==> config.mk <==
export PLATFORM = sky130hd
export DESIGN_NAME = flag_unit
export DESIGN_NICKNAME = d
export VERILOG_FILES = /design/src/rtl/flag_unit.sv
export SDC_FILE = /design/constraint.sdc
export NUM_CORES = 1
export LEC_CHECK = 0
export CORE_UTILIZATION = 30
export CTS_CLUSTER_DIAMETER = 100
export DETAILED_ROUTE_END_ITERATION = 7
export PLACE_DENSITY_LB_ADDON = 0.08
export SLEW_MARGIN = 10
export SYNTH_ARGS = -nofsm -noshare
export SYNTH_HDL_FRONTEND = slang
export SYNTH_SLANG_ARGS = --single-unit
==> constraint.sdc <==
create_clock -name clk_i -period 1.6 [get_ports clk_i]
set_clock_uncertainty 0.15 [all_clocks]
set_input_delay 0.24 -clock clk_i [delete_from_list [all_inputs] [get_ports clk_i]]
set_output_delay 0.24 -clock clk_i [all_outputs]
set_load 0.02 [all_outputs]
==> src/rtl/flag_unit.sv <==
// flag_unit -- two-stage condition-flag pipeline.
//
// Evaluates an ALU result into the architectural N/Z/C/V flag register.
// Stage 1 registers per-lane zero bits, the mode-selected sign bit and
// the side inputs. Stage 2 reduces the lane bits into Z and writes the
// flag register.
//
// Ports:
//   clk_i         clock, rising edge
//   rst_ni        asynchronous active-low reset
//   valid_i       result_i and side inputs are valid this cycle
//   result_i      ALU result (REGISTER_LENGTH bits)
//   carry_i       ALU carry out
//   overflow_i    ALU signed overflow
//   set_flags_i   result updates the flag register
//   word_mode_i   evaluate only the low WORD_LENGTH bits
//   flush_i       kill all in-flight results
//   lane_zero_o   registered per-lane all-zero bits (LANES bits)
//   negative_o, zero_o, carry_o, overflow_o   flag register
//   flags_valid_o one-cycle pulse after a flag-register write
//
// Handshake: valid_i is a plain qualifier with no ready. Every cycle
// with valid_i=1 and flush_i=0 is accepted; there is no back-pressure.
module flag_unit #(
   parameter int REGISTER_LENGTH = 64,
   parameter int LANE_WIDTH      = 16,
   parameter int WORD_LENGTH     = 32,
   localparam int LANES          = REGISTER_LENGTH / LANE_WIDTH
) (
   input  logic             clk_i,
   input  logic             rst_ni,
   input  logic             valid_i,
   input  logic [REGISTER_LENGTH-1:0] result_i,
   input  logic             carry_i,
   input  logic             overflow_i,
   input  logic             set_flags_i,
   input  logic             word_mode_i,
   input  logic             flush_i,
   output logic [LANES-1:0] lane_zero_o,
   output logic             negative_o,
   output logic             zero_o,
   output logic             carry_o,
   output logic             overflow_o,
   output logic             flags_valid_o
);

   localparam int WORD_LANES = WORD_LENGTH / LANE_WIDTH;

   // Per-lane zero detect: each lane is an independent LANE_WIDTH-bit NOR,
   // so the longest OR chain is one lane wide.
   logic [LANES-1:0] lane_zero_d;

   for (genvar k = 0; k < LANES; k++) begin : g_lane
      assign lane_zero_d[k] = ~|result_i[k*LANE_WIDTH +: LANE_WIDTH];
   end

   // Stage-1 state
   logic s1_valid;
   logic s1_sign;
   logic s1_carry;
   logic s1_overflow;
   logic s1_set_flags;
   logic s1_word_mode;

   // Stage-2 state: s2_valid/s2_set_flags describe the result that was
   // just presented to the flag register.
   logic s2_valid;
   logic s2_set_flags;

   logic accept;
   assign accept = valid_i & ~flush_i;

   always_ff @(posedge clk_i or negedge rst_ni) begin
      if (!rst_ni) begin
         s1_valid     <= 1'b0;
         lane_zero_o  <= '0;
         s1_sign      <= 1'b0;
         s1_carry     <= 1'b0;
         s1_overflow  <= 1'b0;
         s1_set_flags <= 1'b0;
         s1_word_mode <= 1'b0;
      end else begin
         s1_valid <= accept;
         // lane_zero_o and the side registers only move on an accepted
         // input; idle and flushed cycles leave them as they were.
         if (accept) begin
            lane_zero_o  <= lane_zero_d;
            s1_sign      <= word_mode_i ? result_i[WORD_LENGTH-1]
                                        : result_i[REGISTER_LENGTH-1];
            s1_carry     <= carry_i;
            s1_overflow  <= overflow_i;
            s1_set_flags <= set_flags_i;
            s1_word_mode <= word_mode_i;
         end
      end
   end

   // Stage-2 reduction of the registered lane bits.
   logic z_reduced;
   always_comb begin
      z_reduced = &lane_zero_o;
      if (s1_word_mode) z_reduced = &lane_zero_o[WORD_LANES-1:0];
   end

   // A flush on the edge where a stage-1 result would retire kills it.
   logic write_en;
   assign write_en = s1_valid & s1_set_flags & ~flush_i;

   always_ff @(posedge clk_i or negedge rst_ni) begin
      if (!rst_ni) begin
         s2_valid     <= 1'b0;
         s2_set_flags <= 1'b0;
         negative_o   <= 1'b0;
         zero_o       <= 1'b0;
         carry_o      <= 1'b0;
         overflow_o   <= 1'b0;
      end else begin
         s2_valid     <= s1_valid & ~flush_i;
         s2_set_flags <= s1_set_flags;
         if (write_en) begin
            negative_o <= s1_sign;
            zero_o     <= z_reduced;
            carry_o    <= s1_carry;
            overflow_o <= s1_overflow;
         end
      end
   end

   assign flags_valid_o = s2_valid & s2_set_flags;

endmodule
==> reports/results.txt <==
status - complete, no violations
Via density - 4.79
type of the most critical hold path - in -> async
post-synth top area cell - dfrtp_1
Post-synth EDFFs - 0
largest net degree at the start of global routing - 17
minimum clock period - 1500 ps
reg2reg setup slack - 440 ps
DRC viols - 0
Max-Slew Margin vs Limit - 0.801
initial antenna violation count - 0
post-synthesis cell area - 781 um^2
WL per Instance - 12.4 um
Max Cap Violations - 0
Synthesis Warnings - 0
ys async rst share - 1.00
Vias - 853
period utilisation layout - 0.935
Crit Path Max Fanout - 1
met3 wire length - 181 um
fill count - 213
max frequency - 669 MHz
Crit Path Class - reg -> out
M1 wire length - 863 um
Cells after Synth - 64
share of cells above drive strength 1 - 0.128
Leakage - 0.710 nW
Reg-to-Reg End - overflow_o
CTS Root Cell - clkbuf_4
die area - 2810 um^2
FF/Latch Area - 400 um^2
CTS tree - yes
H-tree levels - 1
worst-skew pair later-pin latency - 280 ps
Commonest cells post-synth - dfrtp_1 (16), nor4_1 (16), nand2_1 (5)
# clock sinks - 16
length in cells of the worst reg-to-reg path - 2
wire length of the first global-routing pass - 3550 um
Critical Path Start - s2_valid
fin util - 0.661
Yosys top cell area share - 0.513
Hold WS - 116 ps
Initial DRC Count - 9
Synth-to-Final Area Change - 110%
Critical Path Sink - flags_valid_o
clk slew on worst S/H paths - 90 ps
uppermost routed layer - met3
starting density of the core - 0.315
drt total wl - 2200 um
clock buffer depth - 2
Arr. time, crit path - 1110 ps
Critical Path Sink Type - output pin
multi-input logic area - 354 um^2
CTS Hold Buffers Added - 0
Horiz. Die Dim - 53.0 um
met2 WL - 1160 um
Synth Flop Type - dfrtp_1
Worst Setup Start Kind - flop
Antenna Cells - 0
TritonCTS buffer count - 3
grt ovf - 0
core box area - 2480 um^2
RR Startpoint - s1_set_flags
synth unique cells - 18
io pins - 81
mean post-synth cell area - 12.2 um^2
Max VDD drop - 0.498 mV
drt first pass iters - 6
PortBufs - 80
Seq/Total Area, Yosys - 0.513
RSZ-0062 raised after global routing - false
final setup violation count - 0
pwr/cell area - 668 nW/um^2
Routed Antenna Nets - 0
Synth area leaders - dfrtp_1 (51%), nor4_1 (13%), mux2_4 (7.7%)
vias in the first global route - 887
die height - 53.0 um
CP required - 1210 ps
Slew Limit Fails - 0
# rows - 18
Final GP Congestion - 0.670
Total GRT Usage - 0.174
setup_tns - 0 ps
post-DP HPWL - 2020 um
final-report hold violation count - 0
flop and latch count out of synthesis - 16
count of nets after finishing - 221
worst-margin pin slew - 296 ps
net count of the mapped netlist - 136
flip-flops by register name, indices dropped and copies added (netlist names):
register,count
s1_set_flags,1
s1_valid,1
s1_carry,1
zero_o,1
overflow_o,1
s2_valid,1
carry_o,1
lane_zero_o,4
negative_o,1
s1_sign,1
s1_overflow,1
s1_word_mode,1
s2_set_flags,1
where the power goes:
part | total [W] | internal, W | switching [W]
Sequential | 0.000487 | 0.000457 | 0.0000297
Combinational | 0.000347 | 0.000238 | 0.000110
Clock | 0.000259 | 0.000138 | 0.000120
repair_timing:
item | CTS | global route
gates resized for setup | 9 | 0
buffers inserted | 0 | 0
endpoints found under the setup margin | 9 | 0
hold endpoints to repair | 0 | 0
worst max-delay path, stage by stage (launching register included):
cell,delay [ps]
dfrtp_1,370
and2_1,150
dlygate4sd2_1,310
cell families (layout without fill, tap and decap cells):
logic type,Yosys count,after routing,share of synthesized area
mux,8,8,0.133
buf+inv,3,87,0.0336
flops,16,16,0.513
simple gates,30,30,0.250
compound gates,7,7,0.0705
layer usage:
metal,vias to the layer above,global-route usage
li1,417,-
met1,391,0.187
met2,45,0.306
met3,0,0.0603
met4,0,0.0746
met5,-,0
placed cells by master (no fill, tap or decap), types with 2 or more instances in the layout:
cell type | synthesis | final
clkbuf_4 | 0 | 3
o21ai_2 | 4 | 4
buf_4 | 0 | 2
mux2_2 | 3 | 3
mux2_4 | 4 | 4
nor4_1 | 16 | 16
nand4_1 | 4 | 4
nand2_1 | 5 | 5
dlygate4sd2_1 | 0 | 9
dfrtp_1 | 16 | 16
clkdlybuf4s50_1 | 0 | 71
through the flow:
| stage | worst slack [ps] | power (W) | std cells | instance area [um^2] |
|---|---|---|---|---|
| 2_1_floorplan | 446 | 0.000609 | 64 | 781 |
| 3_3_place_gp | 93.2 | 0.000856 | 174 | 1610 |
| 3_5_place_dp | 52.1 | 0.000870 | 174 | 1610 |
| 4_1_cts | 86.3 | 0.00111 | 178 | 1640 |
| 5_1_grt | 42.0 | 0.00116 | 178 | 1640 |
| 6_report | 105 | 0.00109 | 178 | 1640 |
layout make-up:
type / count / share of cell area
timing repair buffer: 82 / 0.492
sequential: 16 / 0.245
multi-input combinational: 45 / 0.216
tap: 30 / 0.0229
clock buffer: 4 / 0.0222
inverter: 1 / 0.00229
worst min path at each step:
stage	endpoint	slack, ps	cells after the start
6_report	s2_valid	120	2
5_1_grt	s2_valid	130	2
4_1_cts	s2_valid	120	2
3_5_place_dp	s2_set_flags	320	0
3_3_place_gp	s2_set_flags	290	0
2_1_floorplan	carry_o	-210	0
Power figures use the tool's default switching activity.
